**config.mk**
```make
export PLATFORM = sky130hd
export DESIGN_NAME = spi_boot_loader_flat
export DESIGN_NICKNAME = d
export VERILOG_FILES = /design/src/rtl/spi_boot_pkg.sv /design/src/rtl/spi_boot_loader_if.sv /design/src/rtl/spi_byte_rx.sv /design/src/rtl/spi_boot_loader.sv /design/src/flat_wrapper.sv
export SDC_FILE = /design/constraint.sdc
export NUM_CORES = 1
export LEC_CHECK = 0
export ABC_CLOCK_PERIOD_IN_PS = 2300
export CORE_MARGIN = 1
export CORE_UTILIZATION = 40
export CTS_CLUSTER_DIAMETER = 80
export DETAILED_ROUTE_END_ITERATION = 8
export REMOVE_ABC_BUFFERS = 1
export SYNTH_ARGS = -nofsm -noshare
export SYNTH_HDL_FRONTEND = slang
export SYNTH_SLANG_ARGS = --single-unit
```
**constraint.sdc**
```tcl
create_clock -name CLK32M_I -period 2.3 [get_ports CLK32M_I]
set_input_delay 0.69 -clock CLK32M_I [delete_from_list [all_inputs] [get_ports CLK32M_I]]
set_output_delay 0.69 -clock CLK32M_I [all_outputs]
set_load 0.01 [all_outputs]
```
**src/rtl/spi_boot_pkg.sv**
```systemverilog
// spi_boot_pkg: shared FSM state encoding and checksum width for the SPI boot loader.
// Rev 1.0
`default_nettype none

package spi_boot_pkg;

  typedef enum logic [2:0] {
    IDLE   = 3'd0,
    HDR    = 3'd1,
    DATA   = 3'd2,
    CSUM   = 3'd3,
    IGNORE = 3'd4
  } state_t;

  localparam int CSUM_W = 8;

endpackage

`default_nettype wire

```
**src/rtl/spi_boot_loader_if.sv**
```systemverilog
// spi_boot_loader_if: SRAM arbiter write port (req/ack handshake).
// Rev 1.0
`default_nettype none

interface spi_boot_loader_if #(
  parameter int MEM_AW = 18
);

  logic              mem_req;
  logic              mem_ack;
  logic [MEM_AW-1:0] mem_addr;
  logic [7:0]        mem_data;

  modport master (
    output mem_req,
    output mem_addr,
    output mem_data,
    input  mem_ack
  );

  modport slave (
    input  mem_req,
    input  mem_addr,
    input  mem_data,
    output mem_ack
  );

endinterface

`default_nettype wire

```
**src/rtl/spi_byte_rx.sv**
```systemverilog
// spi_byte_rx: synchronises the SPI pins, detects sclk rises and assembles MSB-first bytes.
// Rev 1.0
`default_nettype none

module spi_byte_rx #(
  parameter int SYNC_STAGES = 2
) (
  input  wire logic       clk,
  input  wire logic       rst,
  input  wire logic       ss_n,
  input  wire logic       sclk,
  input  wire logic       mosi,
  output logic [7:0]      data_byte,
  output logic            byte_valid,
  output logic            ss_fall,
  output logic            ss_rise,
  output logic            ss_level
);

  logic [SYNC_STAGES-1:0] ss_sync;
  logic [SYNC_STAGES-1:0] sclk_sync;
  logic [SYNC_STAGES-1:0] mosi_sync;
  logic                   ss_prev;
  logic                   sclk_prev;
  logic [6:0]             shift;
  logic [2:0]             bit_cnt;
  logic                   ss_s;
  logic                   sclk_s;
  logic                   mosi_s;
  logic                   sclk_rise;

  assign ss_s      = ss_sync[SYNC_STAGES-1];
  assign sclk_s    = sclk_sync[SYNC_STAGES-1];
  assign mosi_s    = mosi_sync[SYNC_STAGES-1];
  assign sclk_rise = sclk_s && !sclk_prev;
  assign ss_fall   = ss_prev && !ss_s;
  assign ss_rise   = !ss_prev && ss_s;
  assign ss_level  = ss_s;

  always_ff @(posedge clk) begin
    if (rst) begin
      // Select resets to its idle (high) level so leaving reset never fakes a session start.
      ss_sync    <= '1;
      sclk_sync  <= '0;
      mosi_sync  <= '0;
      ss_prev    <= 1'b1;
      sclk_prev  <= 1'b0;
      shift      <= '0;
      bit_cnt    <= '0;
      data_byte  <= '0;
      byte_valid <= 1'b0;
    end else begin
      ss_sync    <= {ss_sync[SYNC_STAGES-2:0], ss_n};
      sclk_sync  <= {sclk_sync[SYNC_STAGES-2:0], sclk};
      mosi_sync  <= {mosi_sync[SYNC_STAGES-2:0], mosi};
      ss_prev    <= ss_s;
      sclk_prev  <= sclk_s;
      byte_valid <= 1'b0;
      if (ss_s || ss_fall) begin
        shift   <= '0;
        bit_cnt <= '0;
      end else if (sclk_rise) begin
        shift   <= {shift[5:0], mosi_s};
        bit_cnt <= bit_cnt + 3'd1;
        if (bit_cnt == 3'd7) begin
          data_byte  <= {shift, mosi_s};
          byte_valid <= 1'b1;
        end
      end
    end
  end

endmodule

`default_nettype wire

```
**src/rtl/spi_boot_loader.sv**
```systemverilog
// spi_boot_loader: SPI slave that parses region headers and streams image bytes into SRAM.
// Rev 1.0
`default_nettype none

module spi_boot_loader
  import spi_boot_pkg::*;
#(
  parameter int ADDR_BYTES  = 3,
  parameter int MEM_AW      = 18,
  parameter int CHECKSUM_EN = 1,
  parameter int SYNC_STAGES = 2
) (
  input  wire logic          CLK32M_I,
  input  wire logic          RESET_I,
  input  wire logic          arm_ss,
  input  wire logic          arm_sclk,
  input  wire logic          arm_mosi,
  spi_boot_loader_if.master  mem,
  output logic               busy,
  output logic               done,
  output logic               err_csum,
  output logic               err_order,
  output logic               err_overrun,
  output logic [7:0]         region_count
);

  localparam int ADDR_W = ADDR_BYTES * 8;
  localparam int HDR_W  = 2 * ADDR_W;
  localparam int HDR_N  = 2 * ADDR_BYTES;
  localparam int IDX_W  = $clog2(HDR_N);
  localparam logic [IDX_W-1:0] HDR_LAST = IDX_W'(HDR_N - 1);

  logic [7:0]        rx_byte;
  logic              byte_valid;
  logic              ss_fall;
  logic              ss_rise;
  logic              ss_level;

  state_t            state;
  logic [IDX_W-1:0]  hdr_idx;
  logic [HDR_W-9:0]  hdr_q;
  logic [HDR_W-1:0]  hdr_next;
  logic [MEM_AW-1:0] start_t;
  logic [MEM_AW-1:0] end_t;
  logic [MEM_AW-1:0] ptr;
  logic [MEM_AW-1:0] end_r;
  logic [CSUM_W-1:0] csum;
  logic [CSUM_W-1:0] csum_next;
  logic              mem_req_r;
  logic [MEM_AW-1:0] mem_addr_r;
  logic [7:0]        mem_data_r;
  logic              wr_stalled;
  logic              done_armed;
  logic [7:0]        rc_inc;

  spi_byte_rx #(
    .SYNC_STAGES (SYNC_STAGES)
  ) u_rx (
    .clk        (CLK32M_I),
    .rst        (RESET_I),
    .ss_n       (arm_ss),
    .sclk       (arm_sclk),
    .mosi       (arm_mosi),
    .data_byte  (rx_byte),
    .byte_valid (byte_valid),
    .ss_fall    (ss_fall),
    .ss_rise    (ss_rise),
    .ss_level   (ss_level)
  );

  // Header arrives little-endian; the incoming byte lands in the top of the window.
  always_comb begin
    hdr_next   = {rx_byte, hdr_q};
    start_t    = MEM_AW'(hdr_next[ADDR_W-1:0]);
    end_t      = MEM_AW'(hdr_next[HDR_W-1:ADDR_W]);
    csum_next  = csum + rx_byte;
    wr_stalled = mem_req_r && !mem.mem_ack;
    rc_inc     = (region_count == 8'hFF) ? region_count : region_count + 8'd1;
  end

  assign mem.mem_req  = mem_req_r;
  assign mem.mem_addr = mem_addr_r;
  assign mem.mem_data = mem_data_r;
  assign busy         = !ss_level || mem_req_r;

  always_ff @(posedge CLK32M_I) begin
    if (RESET_I) begin
      state        <= IDLE;
      hdr_idx      <= '0;
      hdr_q        <= '0;
      ptr          <= '0;
      end_r        <= '0;
      csum         <= '0;
      mem_req_r    <= 1'b0;
      mem_addr_r   <= '0;
      mem_data_r   <= '0;
      done_armed   <= 1'b0;
      done         <= 1'b0;
      err_csum     <= 1'b0;
      err_order    <= 1'b0;
      err_overrun  <= 1'b0;
      region_count <= '0;
    end else begin
      done <= 1'b0;
      if (mem_req_r && mem.mem_ack) begin
        mem_req_r <= 1'b0;
      end
      if (byte_valid && wr_stalled) begin
        err_overrun <= 1'b1;
      end

      if (ss_fall) begin
        err_csum     <= 1'b0;
        err_order    <= 1'b0;
        err_overrun  <= 1'b0;
        region_count <= '0;
        csum         <= '0;
        hdr_idx      <= '0;
        done_armed   <= 1'b0;
        state        <= HDR;
      end else if (ss_rise) begin
        done_armed <= 1'b1;
        state      <= IDLE;
      end else if (byte_valid) begin
        case (state)
          HDR: begin
            csum  <= csum_next;
            hdr_q <= hdr_next[HDR_W-1:8];
            if (hdr_idx == HDR_LAST) begin
              hdr_idx <= '0;
              if (start_t > end_t) begin
                err_order <= 1'b1;
                state     <= IGNORE;
              end else begin
                ptr   <= start_t;
                end_r <= end_t;
                state <= DATA;
              end
            end else begin
              hdr_idx <= hdr_idx + 1'b1;
            end
          end
          DATA: begin
            csum <= csum_next;
            // A byte arriving behind a stalled write is dropped; the region still advances.
            if (!wr_stalled) begin
              mem_req_r  <= 1'b1;
              mem_addr_r <= ptr;
              mem_data_r <= rx_byte;
            end
            if (ptr == end_r) begin
              if (CHECKSUM_EN != 0) begin
                state <= CSUM;
              end else begin
                region_count <= rc_inc;
                csum         <= '0;
                state        <= HDR;
              end
            end else begin
              ptr <= ptr + 1'b1;
            end
          end
          CSUM: begin
            if (csum_next != '0) begin
              err_csum <= 1'b1;
            end else begin
              region_count <= rc_inc;
            end
            csum  <= '0;
            state <= HDR;
          end
          default: begin
          end
        endcase
      end

      if (done_armed && ss_level && !mem_req_r) begin
        done_armed <= 1'b0;
        done       <= (region_count != 8'd0) && !err_csum && !err_order && !err_overrun;
      end
    end
  end

endmodule

`default_nettype wire

```
**src/flat_wrapper.sv**
```systemverilog
// flat-port wrapper written by rule: the top's interface ports become plain ports
module spi_boot_loader_flat import spi_boot_pkg::*;
#(
  parameter int ADDR_BYTES  = 3,
  parameter int MEM_AW      = 18,
  parameter int CHECKSUM_EN = 1,
  parameter int SYNC_STAGES = 2
)
  (CLK32M_I, RESET_I, arm_ss, arm_sclk, arm_mosi, busy, done, err_csum, err_order, err_overrun, region_count, mem_mem_req, mem_mem_addr, mem_mem_data, mem_mem_ack);
  spi_boot_loader_if #(.MEM_AW(MEM_AW)) mem_i ();
  input  wire logic CLK32M_I;
  input  wire logic RESET_I;
  input  wire logic arm_ss;
  input  wire logic arm_sclk;
  input  wire logic arm_mosi;
  output logic busy;
  output logic done;
  output logic err_csum;
  output logic err_order;
  output logic err_overrun;
  output logic [7:0] region_count;
  output wire logic [$bits(mem_i.mem_req)-1:0] mem_mem_req;
  output wire logic [$bits(mem_i.mem_addr)-1:0] mem_mem_addr;
  output wire logic [$bits(mem_i.mem_data)-1:0] mem_mem_data;
  input wire logic [$bits(mem_i.mem_ack)-1:0] mem_mem_ack;
  assign mem_mem_req = mem_i.mem_req;
  assign mem_mem_addr = mem_i.mem_addr;
  assign mem_mem_data = mem_i.mem_data;
  assign mem_i.mem_ack = mem_mem_ack;
  spi_boot_loader #(.ADDR_BYTES(ADDR_BYTES), .MEM_AW(MEM_AW), .CHECKSUM_EN(CHECKSUM_EN), .SYNC_STAGES(SYNC_STAGES)) u_core (.CLK32M_I(CLK32M_I), .RESET_I(RESET_I), .arm_ss(arm_ss), .arm_sclk(arm_sclk), .arm_mosi(arm_mosi), .mem(mem_i), .busy(busy), .done(done), .err_csum(err_csum), .err_order(err_order), .err_overrun(err_overrun), .region_count(region_count));
endmodule
```
==> Implementation_results.wiki, run 1 <==
{| class="wikitable"
! Metric !! Value
|-
| Net switching share of the total power || 21.3%
|-
| Part of the total power dissipated in sequential elements || between 40% and 50%
|-
| Met2 wire length || 9.26 mm
|-
| Most frequently used flop master after synthesis || dfxtp_1
|-
| Final Non-Filler Cells || between 1000 and 1500
|-
| Hold Violations, Final || 0
|-
| Number of synthesized flops with an enable pin || 0
|-
| Fraction of power consumed by the clock network || between 50% and 60%
|-
| Worst setup path startpoint || u_core.csum[0]
|-
| Wire length of the first global-routing pass || 31.6 mm
|-
| Number of buffers inserted by hold repair at cts || 0
|-
| Most prevalent standard cell on the critical path || or3_1
|-
| CTS H-tree lvls || 4
|-
| CTS clock-pin slew for the worst setup and hold paths || 0.06 ns
|-
| Internal cell power || 0.00448 W
|-
| Post-route clock skew || 0.00829 ns
|-
| Share of power burned in combinational logic || 1.9%
|-
| Sw power || roughly 0.0012 W
|-
| GPL Wtd Cong || between 0.9 and 1
|-
| Worst path slowest cell || or3_1
|-
| Sinks on Clock Net || 157
|-
| CP arrival || approximately 2.8 ns
|-
| Count of input and output buffers || 45
|-
| Max-Slew Margin vs Limit || 68.2%
|-
| Rows || about 50
|-
| Residual antenna-violating net count after detailed routing || 0
|-
| Library cell used as clock root buffer || clkbuf_16
|-
| Launching element type of the critical path || flop
|-
| Final HPWL from detailed placement || between 10 and 15 mm
|-
| Share of synthesized flip-flops with an asynchronous set or reset || 0%
|-
| Max frequency || 410 MHz
|-
| Biggest area contributors in the synthesized netlist || dfxtp_1 (43%), nand2_1 (12%), a21oi_1 (8.8%)
|-
| Growth of design area from synthesis to finish || 36.8%
|-
| Routed metal-1 wire length || 9.76 mm
|-
| Total inserted antenna cells || 0
|-
| Vias post-DR || just under 7000
|-
| Final Critical Period || 2.44 ns
|-
| Reg-to-reg critical path startpoint || u_core.csum[0]
|-
| Endpoint type of the worst setup path || flop
|-
| Chain of cells forming the critical path || ha_4, fa_2, xor2_1, or3_1, nor3_2, nand3b_1, buf_6, or3_1, a21oi_2
|-
| Global route total overflow || 0
|-
| CORE AREA || 18000 um2
|-
| Part of the cycle the worst path needs || 106%
|-
| Maximum fanout along the worst path || 6
|-
| Gate count after technology mapping || slightly above 900
|-
| Clock buffer depth || 2
|-
| GRT Resource Usage Total || 21.5%
|-
| Uppermost layer routed || met4
|-
| Unrepaired setup endpoints after global routing || yes
|-
| Flops & latches, synth || ~160
|-
| Area enclosed by the die boundary || roughly 19000 um2
|-
| Crit path setup slack, layout || -0.140 ns
|-
| Antenna violations before repair || 0
|-
| HP Class || flop to flop
|-
| Clock buffer count from CTS || 17
|-
| Ratio of cells with drive above 1 in the final layout || between 20 and 25%
|-
| Hold Startpoint || u_core.u_rx.ss_sync[0]
|-
| Post-route DRC violation count || 0
|-
| Count of routing violations after the opening detailed-route iteration || 647
|-
| Outcome || finished, violations left
|-
| CTS tree || done
|-
| Crit-path max cell delay || 0.36 ns
|-
| Slew at the pin closest to its max-slew limit || approximately 0.47 ns
|-
| Worst setup path class || flop to flop
|-
| Share of the yosys chip area belonging to registers || 42.5%
|-
| Via count normalized by instance count || 5.34
|-
| Die outline width || 138 um
|-
| MaxCap Viol Count || 0
|-
| Mean routed wirelength per cell || 15.8 um
|-
| Number of global-route vias before repair || 6148
|-
| Pin count of the biggest net entering global routing || 84
|-
| Placement-stage worst setup slack || -0.265 ns
|-
| Violations in the final reports || setup timing
|-
| Clock Latency Late Sink || roughly 0.43 ns
|-
| Floorplan die height || approximately 140 um
|-
| Total power consumption of the routed design || 0.00569 W
|-
| Worst supply voltage drop on vdd || 0.544 mV
|-
| Fraction of post-synthesis cell area in the top cell type by area || 42.5%
|-
| Number of pins with negative max-slew slack in the final report || 0
|-
| Leakage power summed over all cells || 3.73 nW
|-
| Wire length on met3 || about 1.1 mm
|-
| Post-Syn Area || 7390 um2
|-
| Final nets || 1090
|-
| Post-Route WL || 20.4 mm
|-
| Number of failing setup endpoints in the final timing report || 40
|-
| Starting utilization of the core area || between 40% and 50%
|-
| Warnings from Yosys || 0
|-
| Number of top-level pins || 46
|-
| Inst Count DP || 1238
|-
| Total power divided by cell area || 563 nW/um2
|-
| Top cell type by total area after synthesis || dfxtp_1
|-
| Post-synth cell types || 63
|-
| Count of TritonRoute iterations in the first routing pass || 5
|-
| Data required time of the worst path || 2.66 ns
|-
| Syn Area/Cell || 7.99 um2
|}
[logic make-up (layout without fill, tap and decap cells)]
family	after synthesis	in the layout	share of synthesized area, %
compound gates	212	212	17.5
fa+ha+maj	34	34	5.86
simple gates	389	389	23.6
mux	19	19	2.57
flops	157	157	42.5
xor+xnor	26	26	3.08
buf+inv	88	226	4.89
[critical path, delay by kind of cell, from the launching register on]
kind	cells	cell delay (ns)
xor gates and xnor gates	1	0.18
buffers and inverters	1	0.17
AOI/OAI and AO/OA	1	0.13
and+or+nand+nor	4	1.07
DFF	1	0.33
adders and majority gates	2	0.50
[cells in the mapped netlist (2+ instances only)]
| cell | count |
|---|---|
| and4_1 | 2 |
| xnor2_1 | 8 |
| buf_4 | 2 |
| nor4_1 | 10 |
| mux2i_1 | 19 |
| o31ai_1 | 2 |
| inv_1 | 31 |
| nand2_1 | 243 |
| buf_2 | 7 |
| buf_6 | 2 |
| o21ai_0 | 15 |
| a21o_1 | 4 |
| nor3b_1 | 4 |
| nor2b_1 | 10 |
| nor3_1 | 18 |
| buf_1 | 3 |
| o21a_1 | 4 |
| a31oi_1 | 7 |
| nand3_1 | 19 |
| and3_1 | 3 |
| o221a_2 | 5 |
| o311ai_0 | 2 |
| nand3b_1 | 2 |
| nand2b_1 | 5 |
| ha_1 | 33 |
| a211oi_2 | 2 |
| a22oi_1 | 13 |
| nor2_1 | 39 |
| clkbuf_1 | 42 |
| nand4_1 | 7 |
| and2_1 | 4 |
| o32ai_1 | 10 |
| dfxtp_1 | 157 |
| or3_1 | 7 |
| xor2_1 | 18 |
| or2_2 | 6 |
| o21ai_1 | 3 |
| or4_1 | 2 |
| o211ai_1 | 2 |
| a21oi_1 | 130 |
[path summary, 6_finish.rpt]
path	slack, ns	to	cells after the start
max	-0.14	u_core.region_count[6]	9
min	0.41	u_core.u_rx.ss_sync[1]	1
max reg2reg	-0.14	u_core.region_count[6]	9
min reg2reg	0.41	u_core.u_rx.ss_sync[1]	1
[power groups by stage]
stage,Clock (W),Combinational (W),Sequential (W)
after CTS,0.00291,0.000105,0.00273
after global routing,0.00303,0.000116,0.00273
after detailed placement,0,0.000104,0.00279
after global placement,0,0.000104,0.00279
final,0.00286,0.000107,0.00273
after floorplan,0,0.0000389,0.00279
[layout by cell type, fill, tap and decap left out, drive strengths merged, types with 5 or more instances in the layout]
cell	synthesis	final
o32ai	10	10
a31oi	7	7
or2	6	6
a21oi	131	131
nand3	19	19
nand4	7	7
dfxtp	157	157
a22oi	13	13
clkbuf	42	26
xor2	18	18
o21ai	19	19
nor3b	5	5
xnor2	8	8
nor3	20	20
nand2b	5	5
ha	33	33
or3	7	7
buf	14	113
nand2	243	243
clkinvlp	0	5
o221a	5	5
nor2b	10	10
nor4	11	11
inv	32	32
mux2i	19	19
clkdlybuf4s50	0	44
nor2	40	40
[metrics by stage]
| stage | hold WS [ns] | util [%] | cell area [um2] | TNS (ns) |
|---|---|---|---|---|
| final | 0.410 | 56.1 | 10100 | -2.09 |
| after global routing | 0.437 | 56.1 | 10100 | -6.22 |
| after CTS | 0.412 | 53.6 | 9650 | -0.913 |
| after detailed placement | 0.402 | 48.3 | 8700 | -7.53 |
| after global placement | 0.391 | 48.3 | 8700 | -5.03 |
| after floorplan | 0.389 | - | 7150 | -38.13 |
[routing by layer]
metal / GRT usage, % / vias up
li1: - / 3434
met2: 32.9 / 209
met1: 30.4 / 3220
met4: 6.34 / 0
met3: 4.24 / 30
met5: 0 / -
[area by class of cell]
type	instances	area, um2
clock inverter	11	143
timing repair buffer	162	1550
tap	229	287
clock buffer	21	450
sequential	157	3170
multi-input combinational	680	4390
fill	1593	7920
inverter	32	120
[state kept, by name (all words and copies together) (netlist names), 2 cells and up]
signal,count
u_core.mem.mem_data,8
u_core.u_rx.sclk_sync,2
u_core.u_rx.ss_sync,2
u_core.csum,8
u_core.ptr,18
u_core.mem.mem_addr,18
u_core.hdr_q,40
u_core.u_rx.mosi_sync,2
u_core.end_r,18
u_core.region_count,8
u_core.u_rx.bit_cnt,3
u_core.state,3
u_core.u_rx.shift,7
u_core.u_rx.data_byte,8
u_core.hdr_idx,3
[what timing repair did]
| action | 4_1_cts | 5_1_grt |
|---|---|---|
| setup endpoints to repair | 45 | 47 |
| cloned | 1 | 5 |
| buffers inserted | 11 | 8 |
| resized for setup | 55 | 64 |
| pin swaps | 24 | 29 |
| endpoints found under the hold margin | 0 | 0 |
No activity file was read; power rests on OpenSTA's default activity.
==> inputs of run 2 (changes only) <==
Settings changed: MAX_ROUTING_LAYER set to met4.
==> run 2 against run 1 <==
Against the previous run:
- the flow still finishes with violations (setup timing)
- non-clock buffer count is 6 lower
- die area stayed put
- clock skew is 0.00073 ns lower
- flip-flop and latch count stayed put
- utilization is 0.39 points lower
==> Implementation_results.wiki, run 2 (same netlist as run 1, synthesis figures left out) <==
{| class="wikitable"
! Metric !! Value
|-
| Ratio of cells with drive above 1 in the final layout || 23.8%
|-
| Total cell area at the placement stage || 8700 um2
|-
| CTS H-tree lvls || 4
|-
| Share of power burned in combinational logic || 1.9%
|-
| Clock buffer depth || 2
|-
| Sinks on Clock Net || about 160
|-
| GRT Resource Usage Total || 22.2%
|-
| Post-Route WL || 20.0 mm
|-
| Hold EP || u_core.u_rx.ss_sync[1]
|-
| Post-route DRC violation count || 0
|-
| Number of failing setup endpoints in the final timing report || 14
|-
| Final Critical Period || 2.43 ns
|-
| Number of global-route vias before repair || 6142
|-
| Maximum fanout along the worst path || 6
|-
| Count of routing violations after the opening detailed-route iteration || 650
|-
| Data required time of the worst path || between 2 and 3 ns
|-
| Depth of the worst register-to-register path || 9
|-
| Mean routed wirelength per cell || 15.5 um
|-
| Violations in the final reports || setup timing
|-
| Number of top-level pins || 46
|-
| Number of buffers inserted by hold repair at cts || 0
|-
| GPL Wtd Cong || 0.922
|-
| Register-to-Register Setup Slack || -0.13 ns
|-
| Starting utilization of the core area || 41.0%
|-
| MaxCap Viol Count || 0
|-
| Hold Violations, Final || 0
|-
| Vias post-DR || 6817
|-
| Placement-stage worst setup slack || -0.265 ns
|-
| Capture point of the worst reg-to-reg path || u_core.region_count[6]
|-
| Commonest cells after routing, fill and taps aside || nand2_1 (242), dfxtp_1 (139), a21oi_1 (115)
|-
| Floorplan die height || ~140 um
|-
| Internal cell power || roughly 0.0045 W
|-
| Final design instance area without fill || 10000 um2
|-
| Final design utilization || 55.7%
|-
| Most frequent standard cell in the layout excluding fill and tap cells || nand2_1
|-
| CTS clock-pin slew for the worst setup and hold paths || 0.06 ns
|-
| Worst supply voltage drop on vdd || 0.542 mV
|-
| Residual antenna-violating net count after detailed routing || 0
|-
| Global route total overflow || 0
|-
| Library cell used as clock root buffer || clkbuf_16
|-
| Hold Startpoint || u_core.u_rx.ss_sync[0]
|-
| CTS tree || done
|-
| Total power divided by cell area || approximately 570 nW/um2
|-
| Total inserted antenna cells || 0
|-
| Hold path cells || 1
|-
| Part of the total power dissipated in sequential elements || between 40 and 50%
|-
| Max frequency || 411 MHz
|-
| Net switching share of the total power || 21.2%
|-
| Final HPWL from detailed placement || 13.2 mm
|-
| Die outline width || 138 um
|-
| Crit path setup slack, layout || -0.134 ns
|-
| Worst setup path class || flop to flop
|-
| Reg-to-reg critical path startpoint || u_core.csum[0]
|-
| Sw power || 0.00120 W
|-
| Register bank with the most flops || u_core.hdr_q
|-
| Area enclosed by the die boundary || 19000 um2
|-
| Count of input and output buffers || 45
|-
| Endpoint type of the worst setup path || flop
|-
| Clock Latency Late Sink || 0.42 ns
|-
| Fraction of power consumed by the clock network || about half
|-
| Pin count of the biggest net entering global routing || 84
|-
| Launching element type of the critical path || flop
|-
| CORE AREA || 18000 um2
|-
| Setup TNS after final layout || -0.802 ns
|-
| Slew at the pin closest to its max-slew limit || 0.470 ns
|-
| Rows || 49
|-
| Post-route clock skew || around 0.0076 ns
|-
| HP Class || flop to flop
|-
| Part of the cycle the worst path needs || 106%
|-
| Final nets || 1084
|-
| Clock buffer count from CTS || 17
|-
| Growth of design area from synthesis to finish || 35.8%
|-
| Wire length of the first global-routing pass || roughly 32 mm
|-
| Max-Slew Margin vs Limit || 68.2%
|-
| Unrepaired setup endpoints after global routing || yes
|-
| Count of TritonRoute iterations in the first routing pass || 5
|-
| Antenna violations before repair || 0
|-
| Via count normalized by instance count || about 5.3
|-
| Leakage power summed over all cells || 3.69 nW
|-
| CP arrival || roughly 2.8 ns
|-
| Number of pins with negative max-slew slack in the final report || 0
|-
| Max reg flops || 40
|-
| Outcome || finished, violations left
|}
-- run 2: cell count changes in the layout (fill, tap and decap cells not counted), sizes merged --
| cell | delta |
|---|---|
| buf | -4 |
| clkbuf | -2 |
-- run 2: power by group through the flow --
stage	clock [W]	combinational, W	sequential [W]
after floorplan	0	0.0000389	0.00279
after global placement	0	0.000104	0.00279
after detailed placement	0	0.000104	0.00279
after CTS	0.00291	0.000105	0.00273
after global routing	0.00303	0.000117	0.00273
final	0.00285	0.000107	0.00273
-- run 2: area by class of cell --
type | count | area (um2)
clock inverter | 11 | 143
fill | 1606 | 7990
tap | 229 | 287
multi-input combinational | 680 | 4410
clock buffer | 21 | 450
timing repair buffer | 156 | 1460
inverter | 32 | 123
sequential | 157 | 3170
-- run 2: layer usage --
metal,GRT usage (%),vias to the layer above,wire [um]
met5,-,-,0
met4,6.34,0,295
met3,4.09,25,1060
met2,32.9,196,8990
met1,30.6,3171,9630
li1,-,3425,-
-- run 2: how the worst max path moves through the flow --
| stage | start | end | cells past startpoint | slack (ns) |
|---|---|---|---|---|
| after floorplan | u_core.hdr_q[31] | u_core.end_r[0] | 9 | -1.50 |
| after global placement | u_core.csum[0] | u_core.region_count[2] | 9 | -0.22 |
| after detailed placement | u_core.csum[0] | u_core.region_count[5] | 9 | -0.26 |
| after CTS | u_core.u_rx.data_byte[0] | u_core.region_count[2] | 10 | -0.15 |
| after global routing | u_core.csum[0] | u_core.region_count[4] | 9 | -0.25 |
| final | u_core.csum[0] | u_core.region_count[6] | 9 | -0.13 |
-- run 2: per-stage QoR --
stage          std cells  power, W  hold slack (ns)
2_1_floorplan        869   0.00283            0.389
3_3_place_gp        1238   0.00290            0.391
3_5_place_dp        1238   0.00290            0.402
4_1_cts             1281   0.00574            0.412
5_1_grt             1286   0.00587            0.437
6_report            1286   0.00569            0.410
-- run 2: worst max-delay path: stages (launching register included) --
cell      delay (ns)
dfxtp_2         0.33
ha_4            0.16
fa_2            0.34
xor2_1          0.18
or3_1           0.32
nor3_2          0.21
nand3b_1        0.17
buf_6           0.17
or3_1           0.36
a21oi_2         0.13
-- run 2: timing repair --
item / in CTS / in global routing
gates cloned: 1 / 2
hold endpoints to repair: 0 / 0
buffers inserted: 11 / 4
resized for setup: 55 / 66
endpoints found under the setup margin: 45 / 47
pin swaps: 24 / 29
